## src/rtl/l1_mem_bus_arbiter_pkg.sv

```systemverilog
`default_nettype none
// ============================================================================
// Package   : l1_arb_pkg
// Purpose   : Shared types and helpers for the L1 memory bus arbiter
//             (FSM state encoding, owner index width, default line bus type).
// Revision  : 1.0  initial release
// ============================================================================
package l1_arb_pkg;

  // Arbiter FSM states, explicitly 2 bits wide
  typedef enum logic [1:0] {
    IDLE    = 2'd0,
    GRANT   = 2'd1,
    BUSY    = 2'd2,
    RELEASE = 2'd3
  } arb_state_t;

  // Default line geometry (N-bit words, two words per line)
  localparam int unsigned L1_ARB_N   = 32;
  localparam int unsigned L1_ARB_WPL = 2;

  // One cache line as seen on the memory port in the default geometry
  typedef logic [L1_ARB_WPL-1:0][L1_ARB_N-1:0] line_bus_t;

  // Width of an index able to name any of nreq requesters (at least 1 bit)
  function automatic int unsigned owner_w(input int unsigned nreq);
    int unsigned w;
    w = 1;
    if (nreq > 1) w = $unsigned($clog2(nreq));
    return w;
  endfunction

endpackage
`default_nettype wire

```

## src/rtl/l1_mem_bus_arbiter_picker.sv

```systemverilog
`default_nettype none
// ============================================================================
// Module    : rr_priority_picker
// Purpose   : Combinational round-robin picker. Returns a one-hot vector naming
//             the first asserted request at or after rr_ptr_i (wrapping).
// Revision  : 1.0  initial release
// ============================================================================
module rr_priority_picker
  import l1_arb_pkg::*;
#(
  parameter int NREQ  = 2,
  parameter int PTR_W = 1
) (
  input  logic [NREQ-1:0]  req_i,
  input  logic [PTR_W-1:0] rr_ptr_i,
  output logic [NREQ-1:0]  pick_o,
  output logic             any_req_o
);

  logic found;

  // Walk offsets 0..NREQ-1 from the pointer; the first requester hit wins
  always_comb begin
    pick_o = '0;
    found  = 1'b0;
    for (int off = 0; off < NREQ; off++) begin
      for (int j = 0; j < NREQ; j++) begin
        if (!found && req_i[j] && (((int'(rr_ptr_i) + off) % NREQ) == j)) begin
          pick_o[j] = 1'b1;
          found     = 1'b1;
        end
      end
    end
  end

  assign any_req_o = |req_i;

endmodule
`default_nettype wire

```

## src/rtl/l1_mem_bus_arbiter.sv

```systemverilog
`default_nettype none
// ============================================================================
// Module    : l1_mem_bus_arbiter
// Purpose   : Round-robin arbiter sharing one main-memory port between NREQ
//             L1 caches. The owner's line address / write data are muxed onto
//             the memory port, mem_ready is routed back to the owner only and
//             the owner's writes are broadcast as snoop_addr/snoop_we.
// Options   : ARB_WATCHDOG_EN - builds a hold-time watchdog driving wd_err_o;
//             when undefined wd_err_o is tied low.
// Revision  : 1.0  initial release
// ============================================================================
module l1_mem_bus_arbiter
  import l1_arb_pkg::*;
#(
  parameter int NREQ         = 2,
  parameter int N            = 32,
  parameter int WORDSPERLINE = 2,
  parameter int WD_LIMIT     = 64
) (
  input  logic                                   clk,
  input  logic                                   rst,
  input  logic [NREQ-1:0]                        req_re_i,
  input  logic [NREQ-1:0]                        req_we_i,
  input  logic [NREQ-1:0][N-1:0]                 req_line_addr_i,
  input  logic [NREQ-1:0][N-1:0]                 req_byte_addr_i,
  input  logic [NREQ-1:0][WORDSPERLINE-1:0][N-1:0] req_data_i,
  output logic [NREQ-1:0]                        granted_o,
  output logic [NREQ-1:0]                        rsp_ready_o,
  output logic [WORDSPERLINE-1:0][N-1:0]         rsp_data_o,
  output logic                                   mem_re_o,
  output logic                                   mem_we_o,
  output logic [N-1:0]                           mem_addr_o,
  output logic [WORDSPERLINE-1:0][N-1:0]         mem_wdata_o,
  input  logic [WORDSPERLINE-1:0][N-1:0]         mem_rdata_i,
  input  logic                                   mem_ready_i,
  output logic [N-1:0]                           snoop_addr_o,
  output logic                                   snoop_we_o,
  output logic                                   wd_err_o
);

  localparam int OW = int'(owner_w(NREQ));

  arb_state_t        state_q, state_d;
  logic [OW-1:0]     owner_q, owner_d;
  logic [OW-1:0]     rr_ptr_q, rr_ptr_d;
  logic [NREQ-1:0]   granted_q, granted_d;

  logic [NREQ-1:0]   pick;
  logic              any_req;
  logic [OW-1:0]     pick_idx;
  logic              busy;

  rr_priority_picker #(
    .NREQ  (NREQ),
    .PTR_W (OW)
  ) u_picker (
    .req_i     (req_re_i),
    .rr_ptr_i  (rr_ptr_q),
    .pick_o    (pick),
    .any_req_o (any_req)
  );

  // Encode the picker's one-hot result into an owner index
  always_comb begin
    pick_idx = '0;
    for (int j = 0; j < NREQ; j++) begin
      if (pick[j]) pick_idx = OW'(j);
    end
  end

  // FSM next state: arbitrate in IDLE, hold the bus until the owner drops req_re
  always_comb begin
    state_d   = state_q;
    owner_d   = owner_q;
    rr_ptr_d  = rr_ptr_q;
    granted_d = granted_q;
    case (state_q)
      IDLE: begin
        if (any_req) begin
          owner_d = pick_idx;
          state_d = GRANT;
        end
      end
      GRANT: begin
        granted_d          = '0;
        granted_d[owner_q] = 1'b1;
        state_d            = BUSY;
      end
      BUSY: begin
        if (!req_re_i[owner_q]) begin
          granted_d = '0;
          state_d   = RELEASE;
        end
      end
      RELEASE: begin
        rr_ptr_d = (owner_q == OW'(NREQ - 1)) ? '0 : owner_q + OW'(1);
        state_d  = IDLE;
      end
      default: begin
        granted_d = '0;
        state_d   = IDLE;
      end
    endcase
  end

  // State, owner, round-robin pointer and grant registers; async reset drops the grant
  always_ff @(posedge clk or posedge rst) begin
    if (rst) begin
      state_q   <= IDLE;
      owner_q   <= '0;
      rr_ptr_q  <= '0;
      granted_q <= '0;
    end else begin
      state_q   <= state_d;
      owner_q   <= owner_d;
      rr_ptr_q  <= rr_ptr_d;
      granted_q <= granted_d;
    end
  end

  assign busy       = (state_q == BUSY);
  assign granted_o  = granted_q;
  assign rsp_data_o = mem_rdata_i;

  // Memory port and snoop mux: only the owner drives anything, and only in BUSY
  always_comb begin
    mem_re_o     = 1'b0;
    mem_we_o     = 1'b0;
    mem_addr_o   = '0;
    mem_wdata_o  = '0;
    snoop_we_o   = 1'b0;
    snoop_addr_o = '0;
    rsp_ready_o  = '0;
    if (busy) begin
      mem_re_o             = req_re_i[owner_q];
      mem_we_o             = req_we_i[owner_q];
      mem_addr_o           = req_line_addr_i[owner_q];
      mem_wdata_o          = req_data_i[owner_q];
      snoop_we_o           = req_we_i[owner_q];
      snoop_addr_o         = req_byte_addr_i[owner_q];
      rsp_ready_o[owner_q] = mem_ready_i;
    end
  end

`ifdef ARB_WATCHDOG_EN
  localparam int WD_W = $clog2(WD_LIMIT + 1);

  logic [WD_W-1:0] wd_cnt_q, wd_cnt_d;
  logic            wd_err_q, wd_err_d;
  logic            wd_hit;

  // Count BUSY cycles; the count restarts for every new grant and saturates at the limit
  always_comb begin
    wd_hit   = busy && (wd_cnt_q >= WD_W'(WD_LIMIT - 1));
    wd_cnt_d = wd_cnt_q;
    if (!busy) wd_cnt_d = '0;
    else if (!wd_hit) wd_cnt_d = wd_cnt_q + WD_W'(1);
    wd_err_d = wd_err_q | wd_hit;
  end

  // Watchdog counter and sticky error flag
  always_ff @(posedge clk or posedge rst) begin
    if (rst) begin
      wd_cnt_q <= '0;
      wd_err_q <= 1'b0;
    end else begin
      wd_cnt_q <= wd_cnt_d;
      wd_err_q <= wd_err_d;
    end
  end

  // The limit-reaching BUSY cycle already reports the error; the flag then holds it
  assign wd_err_o = wd_err_q | wd_hit;
`else
  logic unused_wd_limit;
  assign unused_wd_limit = (WD_LIMIT > 0);
  assign wd_err_o        = 1'b0;
`endif

endmodule
`default_nettype wire
```

## config.mk

```make
export PLATFORM = sky130hd
export DESIGN_NAME = l1_mem_bus_arbiter
export DESIGN_NICKNAME = d
export VERILOG_FILES = /design/src/rtl/l1_mem_bus_arbiter_pkg.sv /design/src/rtl/l1_mem_bus_arbiter_picker.sv /design/src/rtl/l1_mem_bus_arbiter.sv
export SDC_FILE = /design/constraint.sdc
export NUM_CORES = 1
export LEC_CHECK = 0
export ABC_AREA = 1
export BUFFER_PORTS_ARGS = -buffer_cell sky130_fd_sc_hd__buf_2
export CORE_AREA = 2 2 208 210
export CTS_CLUSTER_DIAMETER = 120
export DETAILED_ROUTE_END_ITERATION = 12
export DIE_AREA = 0 0 210 212
export GPL_TIMING_DRIVEN = 1
export PLACE_DENSITY = 0.33
export RECOVER_POWER = 25
export SLEW_MARGIN = 20
export SYNTH_ARGS = -nofsm -noshare
export SYNTH_HDL_FRONTEND = slang
export SYNTH_SLANG_ARGS = --single-unit
```

## constraint.sdc

```tcl
create_clock -name clk -period 3.9 [get_ports clk]
set_input_delay 0 -clock clk [delete_from_list [all_inputs] [get_ports clk]]
set_output_delay 0 -clock clk [all_outputs]
set_load 0.02 [all_outputs]
```

==> qor.yml, run 1 <==
cp_top_family: "buffers and inverters"
drc: 0
met2_usage_pct: 11.3
vias_per_cell: 3.19
synth.distinct_cells: 17
die_area_sq_um: 44500
crit_buf_inv: 4
synth_mux_area_share_pct: 0
layout.nets: 1176
synthArstFlopShare_pct: 100
vias: 4436
synthAdderAreaFrac_pct: 1.82
pre_cts_ws_ns: 1.89
ctsRootBufferMaster: "clkbuf_16"
antenna_found_initial: 1
setup.worst_path.end_class: "output pin"
rsz0062_at_grt: "no"
clock_sinks: 6
crit_fanout: 75
post-route-period-util_pct: 56.6
grt-ovfl-total: 0
ios: 527
use_met3_pct: 1.55
fin_crit_ns: 2.21
place.gp.congestion: 0.847
synth_top_area_share_pct: 36.8
synth_ff_type: "dfrtp_1"
critical_path_required_ns: 3.90
synth_compound_area_share_pct: 24.2
fin_tns_setup_ns: 0
place_area_sq_um: 4750
drt_first_pass_iters: 4
layout-drive-gt1-share_pct: 48.7
synth_seq_cells: 6
fin_util_pct: 11.4
clk_pin_slew_ns: 0.04
cap_violations: 0
synth.avg_cell_area_sq_um: 5.07
total_leakage_power_nw: 2.78
irDropWorstVdd_uv: 444
start_util_pct: 6.48
use_met1_pct: 9.24
drt_iter0_drc: 227
fin_skew_ns: 0.00211
diodes: 0
fmax_ghz: 0.453
wire_per_inst_um: 12.4
fillers: 4998
tightest_slew_ns: 0.857
arrival_ns: 2.21
cts_buffer_depth: 2
yosysSeqAreaShare_pct: 5.45
synth-edff-count: 0
crit_chain: "inv_1 -> ha_1 -> inv_4 -> buf_4 -> a21oi_1 -> buf_2"
area_delta_synth_final_pct: 75.6
grt.total_usage_pct: 6.77
synth_top_area_cell: "nand2_1"
hold_violations: 0
synth_top_family_by_area: "simple AND/OR/NAND/NOR gates"
max_stage_delay_ns: 0.62
die-width_um: 210
max-slew-margin-rel_pct: 42.8
busiest_layer: "met2"
grt_max_degree: 76
grt_pass1_wl_um: 23800
grt_pass1_vias: 3970
power_density_nw_per_um2: 596
slew_violations: 0
slowest_stage: "inv_4"
layout_setup_ws_ns: 1.69
finalInstanceArea_sq_um: 4840
synthSimpleGateAreaFrac_pct: 39.0
row_count: 76
worstSetupPathType: "reg2out"
hp-class: "in2out"
drt_wl_total_um: 17200
synthCells: 543
place_hpwl_um: 13900
ys.warnings.count: 0
synth_most_common_cell: "nand2_1"
ant_nets: 0
syn_area_sq_um: 2760
clkLatencyLatePin_ns: 0.23
dieHeight_um: 212
synth-xor-area-share_pct: 0
status: "finished clean"
cp-start-kind: "flop"
port_buffers: 397
synth_common_cells: "nand2_1 (270), a21oi_1 (130), buf_4 (76), clkbuf_1 (14), buf_6 (10)"
numCtsBuffers: 3
cts_tree: "yes"
netlist_top_cells_area: "nand2_1 (37%), a21oi_1 (24%), buf_4 (21%)"
synth_nets: 874
final-setup-viol-count: 0
htreeDepth: 1
core_sq_um: 42500
-- cells by family after synthesis --
group | count (synthesis)
other cells | 1
buf+inv | 117
simple gates | 282
fa+ha+maj | 4
flops | 6
compound gates | 133
-- final cells by class --
type	count	area [sq um]	share of cell area, %
inverters	8	35.0	0.724
repair buffers	406	2090	43.3
flip-flops and latches	6	154	3.18
well taps	546	683	14.1
multi-input cells	420	1790	37.1
clock buffers	4	78.8	1.63
-- repair_timing --
item                      4_1_cts  5_1_grt
buffers inserted                0        0
hold buffers                    1        0
hold endpoints to repair        6        0
gates resized for setup         0        0
-- through the flow --
step                      power [mW]  hold slack [ns]  cells
after CTS                       2.95         0.000137   1390
final                           2.88       0.00000562   1390
after detailed placement        2.77          -0.0636   1385
after global routing            3.18        0.0000292   1390
after floorplan                 2.00           -0.209    543
after global placement          2.78          -0.0626   1385
-- per-layer routing --
metal	up-vias	part of all wire, %
li1	2261	-
met1	1979	44
met2	180	48
met3	14	7.5
met4	2	0.27
met5	-	0.070
-- sequential cells by signal (all words and copies together), names as in the netlist --
register   cells
rr_ptr_q       1
granted_o      2
owner_q        1
state_q        2
-- power by group --
| part | switching [mW] | internal [mW] |
|---|---|---|
| combinational | 1.81 | 0.772 |
| clock | 0.0340 | 0.136 |
| sequential | 0.0315 | 0.0974 |
-- placed cells by master, fill, tap and decap left out, drive strengths merged --
| master | synthesis | final |
|---|---|---|
| buf | 95 | 405 |
| nand3 | 6 | 6 |
| conb | 1 | 1 |
| ha | 4 | 4 |
| dlygate4sd3 | 0 | 1 |
| a21oi | 130 | 130 |
| dfrtp | 6 | 6 |
| inv | 7 | 8 |
| o21ai | 3 | 3 |
| clkbuf | 14 | 4 |
| nor2 | 2 | 2 |
| nor3 | 2 | 2 |
| nand2 | 270 | 270 |
| nand4 | 2 | 2 |
-- final timing paths --
path | start | to | slack, ns | depth (start not counted)
worst max-delay path | state_q[0] | mem_wdata_o[43] | 1.69 | 6
worst min-delay path | mem_rdata_i[51] | rsp_data_o[51] | 0.000006 | 0
worst max register to register | owner_q | granted_o[0] | 2.13 | 5
worst min register to register | granted_o[1] | granted_o[1] | 0.47 | 2
max in group asynchronous | rst | owner_q | 3.44 | 3
min in group asynchronous | rst | state_q[0] | 0.23 | 3
Power figures use the tool's default switching activity.
==> inputs of run 2 (changes only) <==
--- a/config.mk
+++ b/config.mk
@@ -7,12 +7,12 @@
 export LEC_CHECK = 0
 export ABC_AREA = 1
 export BUFFER_PORTS_ARGS = -buffer_cell sky130_fd_sc_hd__buf_2
-export CORE_AREA = 2 2 208 210
+export CORE_AREA = 2 2 203 205
 export CTS_CLUSTER_DIAMETER = 120
 export DETAILED_ROUTE_END_ITERATION = 12
-export DIE_AREA = 0 0 210 212
+export DIE_AREA = 0 0 205 207
 export GPL_TIMING_DRIVEN = 1
-export PLACE_DENSITY = 0.33
+export PLACE_DENSITY = 0.34
 export RECOVER_POWER = 25
 export SLEW_MARGIN = 20
 export SYNTH_ARGS = -nofsm -noshare
==> constraint.sdc (replaced) <==
create_clock -name clk -period 2.2 [get_ports clk]
set_input_delay 0 -clock clk [delete_from_list [all_inputs] [get_ports clk]]
set_output_delay 0 -clock clk [all_outputs]
set_load 0.02 [all_outputs]
==> run 2 against run 1 <==
  * Largest power group unchanged
  * Count of clock-buffer cells in the layout stayed put
  * Worst setup slack worse by 1.3 ns
  * Clock skew is 0.0034 ns higher
  * Utilization is 0.65 points higher
  * Combinational power is 78% higher
  * Wire length is 0.61% lower
  * Die area is 4.7% lower
  * Register-to-register slack worse by 1.5 ns
  * Sequential power is 78% higher
  * Critical path type unchanged
  * First-iteration DRC count is 39% higher
  * Clock power is 84% higher
==> qor.yml, run 2 (same netlist as run 1, synthesis figures left out) <==
hold_path_end: "rsp_data_o[2]"  # was rsp_data_o[51]
status: "finished clean"  # unchanged
setup.worst_path.end_class: "output pin"  # unchanged
row_count: 74  # was 76
wire_per_inst_um: 12.4  # about the same
worstSetupPathType: "reg2out"  # unchanged
vias: 4504  # was 4436
grt_pass1_wl_um: 24700  # was 23800 um
reg2regPathDepth: 6  # was 5
crit_fanout: 77  # was 75
ctsRootBufferMaster: "clkbuf_16"  # unchanged
die-width_um: 205  # was 210 um
place.gp.congestion: 0.919  # was 0.847
grt.total_usage_pct: 7.35  # was 6.77%
cp-start-kind: "flop"  # unchanged
ios: 527  # unchanged
worst_r2r_endpoint: "state_q[0]"  # was granted_o[0]
drt_iter0_drc: 316  # was 227
whs_path_depth: 0  # unchanged
start_util_pct: 6.82  # was 6.48%
grt_pass1_vias: 4188  # was 3970
cts_buffer_depth: 2  # unchanged
dieHeight_um: 207  # was 212 um
critical_path_required_ns: 2.20  # was 3.90 ns
crit_chain: "inv_1 -> ha_1 -> inv_4 -> buf_12 -> a21oi_1 -> buf_2"  # was inv_1 -> ha_1 -> inv_4 -> buf_4 -> a21oi_1 -> buf_2
clk_pin_slew_ns: 0.04  # about the same
diodes: 0  # unchanged
irDropWorstVdd_uv: 358  # was 444 uV
core_sq_um: 40400  # was 42500 sq um
drc: 0  # unchanged
crit_buf_inv: 4  # unchanged
place_hpwl_um: 13900  # about the same
slew_violations: 0  # unchanged
drt_wl_total_um: 17100  # was 17200 um
p_int_mw: 1.84  # was 1.00 mW
cts_tree: "yes"  # unchanged
r2r-start: "owner_q"  # unchanged
slowest_stage: "dfrtp_1"  # was inv_4
seqPwrFrac_pct: 4.5  # about the same
grt-ovfl-total: 0  # unchanged
final_cell_mix: "buf_2 (397), nand2_1 (270), a21oi_1 (130)"  # unchanged
numCtsBuffers: 3  # unchanged
fin_crit_ns: 1.86
antenna_found_initial: 0  # was 1
ant_nets: 0  # unchanged
fmax_ghz: 0.538
clkLatencyLatePin_ns: 0.23  # about the same
hold_violations: 0  # unchanged
holdCritStartpoint: "mem_rdata_i[2]"  # was mem_rdata_i[51]
cts_resized: 0  # unchanged
layout-drive-gt1-share_pct: 48.7  # unchanged
cp.depth: 6  # unchanged
cp_top_family: "buffers and inverters"  # unchanged
max_stage_delay_ns: 0.39  # was 0.62 ns
power_density_nw_per_um2: 1060  # was 596 nW/um^2
rsz0062_at_grt: "no"  # unchanged
port_buffers: 397  # unchanged
total_leakage_power_nw: 2.80  # was 2.78 nW
power_switching_mw: 3.31  # was 1.88 mW
clkPwrFrac_pct: 6.1  # was 5.9%
grt_max_degree: 78  # was 76
ff2ff_setup_slack_ns: 0.61  # was 2.13 ns
die_area_sq_um: 42400  # was 44500 sq um
clock_sinks: 6  # unchanged
p_comb_share_pct: 89.5  # was 89.6%
htreeDepth: 1  # unchanged
arrival_ns: 1.86  # was 2.21 ns
fin_tns_setup_ns: 0  # unchanged
post-route-period-util_pct: 84.4
cap_violations: 0  # unchanged
layout.nets: 1176  # unchanged
fin_skew_ns: 0.00551  # was 0.00211 ns
layout_commonest_cell: "buf_2"  # unchanged
final-setup-viol-count: 0  # unchanged
vias_per_cell: 3.27  # was 3.19
drt_first_pass_iters: 5  # was 4
area_delta_synth_final_pct: 76.3  # was 75.6%
fin_util_pct: 12.0  # was 11.4%
hp-class: "in2out"  # unchanged
switching_share_pct: 64.3  # was 65.1%
==> run 2: cell counts in the layout (fill, tap and decap cells not counted) <==
No cell type changed its count.
==> run 2: per-stage QoR <==
step                worst slack, ns  cells  hold slack [ns]  instance area [sq um]  power (mW)
finish                        0.343   1376       0.00000774                   4860        5.14
global route                  0.294   1376        0.0000294                   4860        5.65
CTS                           0.393   1376         0.000137                   4860        5.24
detailed placement            0.632   1371          -0.0483                   4770        4.91
global placement              0.642   1371          -0.0429                   4770        4.93
floorplan                     0.653    543           -0.209                   2760        3.54
==> run 2: worst register-to-register path, stage by stage (launching register included) <==
cell,delay (ns)
dfrtp_4,0.52
inv_4,0.14
buf_12,0.26
nand3_1,0.33
nand3_1,0.16
nand2_1,0.06
nand2_1,0.05
==> run 2: what timing repair did <==
item	4_1_cts	5_1_grt
hold endpoints to repair	6	0
hold buffers	1	0
setup buffers	0	0
==> run 2: power by group through the flow <==
stage | Clock, mW | Combinational [mW] | Sequential, mW
after floorplan | 0 | 3.32 | 0.214
after global placement | 0 | 4.69 | 0.235
after detailed placement | 0 | 4.67 | 0.235
after CTS | 0.317 | 4.69 | 0.234
after global routing | 0.324 | 5.08 | 0.243
final | 0.312 | 4.60 | 0.230
==> run 2: worst max-delay path by stage <==
stage / to / slack (ns) / start
CTS: mem_wdata_o[44] / 0.39 / owner_q
floorplan: snoop_we_o / 0.65 / state_q[0]
global placement: state_q[1] / 0.64 / owner_q
finish: mem_wdata_o[15] / 0.34 / state_q[0]
detailed placement: state_q[0] / 0.63 / owner_q
global route: mem_wdata_o[44] / 0.29 / owner_q
==> run 2: layout make-up <==
type | count | area [sq um]
clock buffers | 4 | 78.8
fillers | 4851 | 35500
inverters | 8 | 35.0
multi-input cells | 420 | 1790
flip-flops and latches | 6 | 154
well taps | 532 | 666
repair buffers | 406 | 2130
==> run 2: per-layer routing <==
layer / vias to the layer above / global-route usage [%] / share of wire [%]
met5: - / 0 / 0
met4: 0 / 1.04 / 0.91
met3: 20 / 2.05 / 9.7
met2: 224 / 12.3 / 48
met1: 2001 / 9.53 / 41
li1: 2259 / - / -
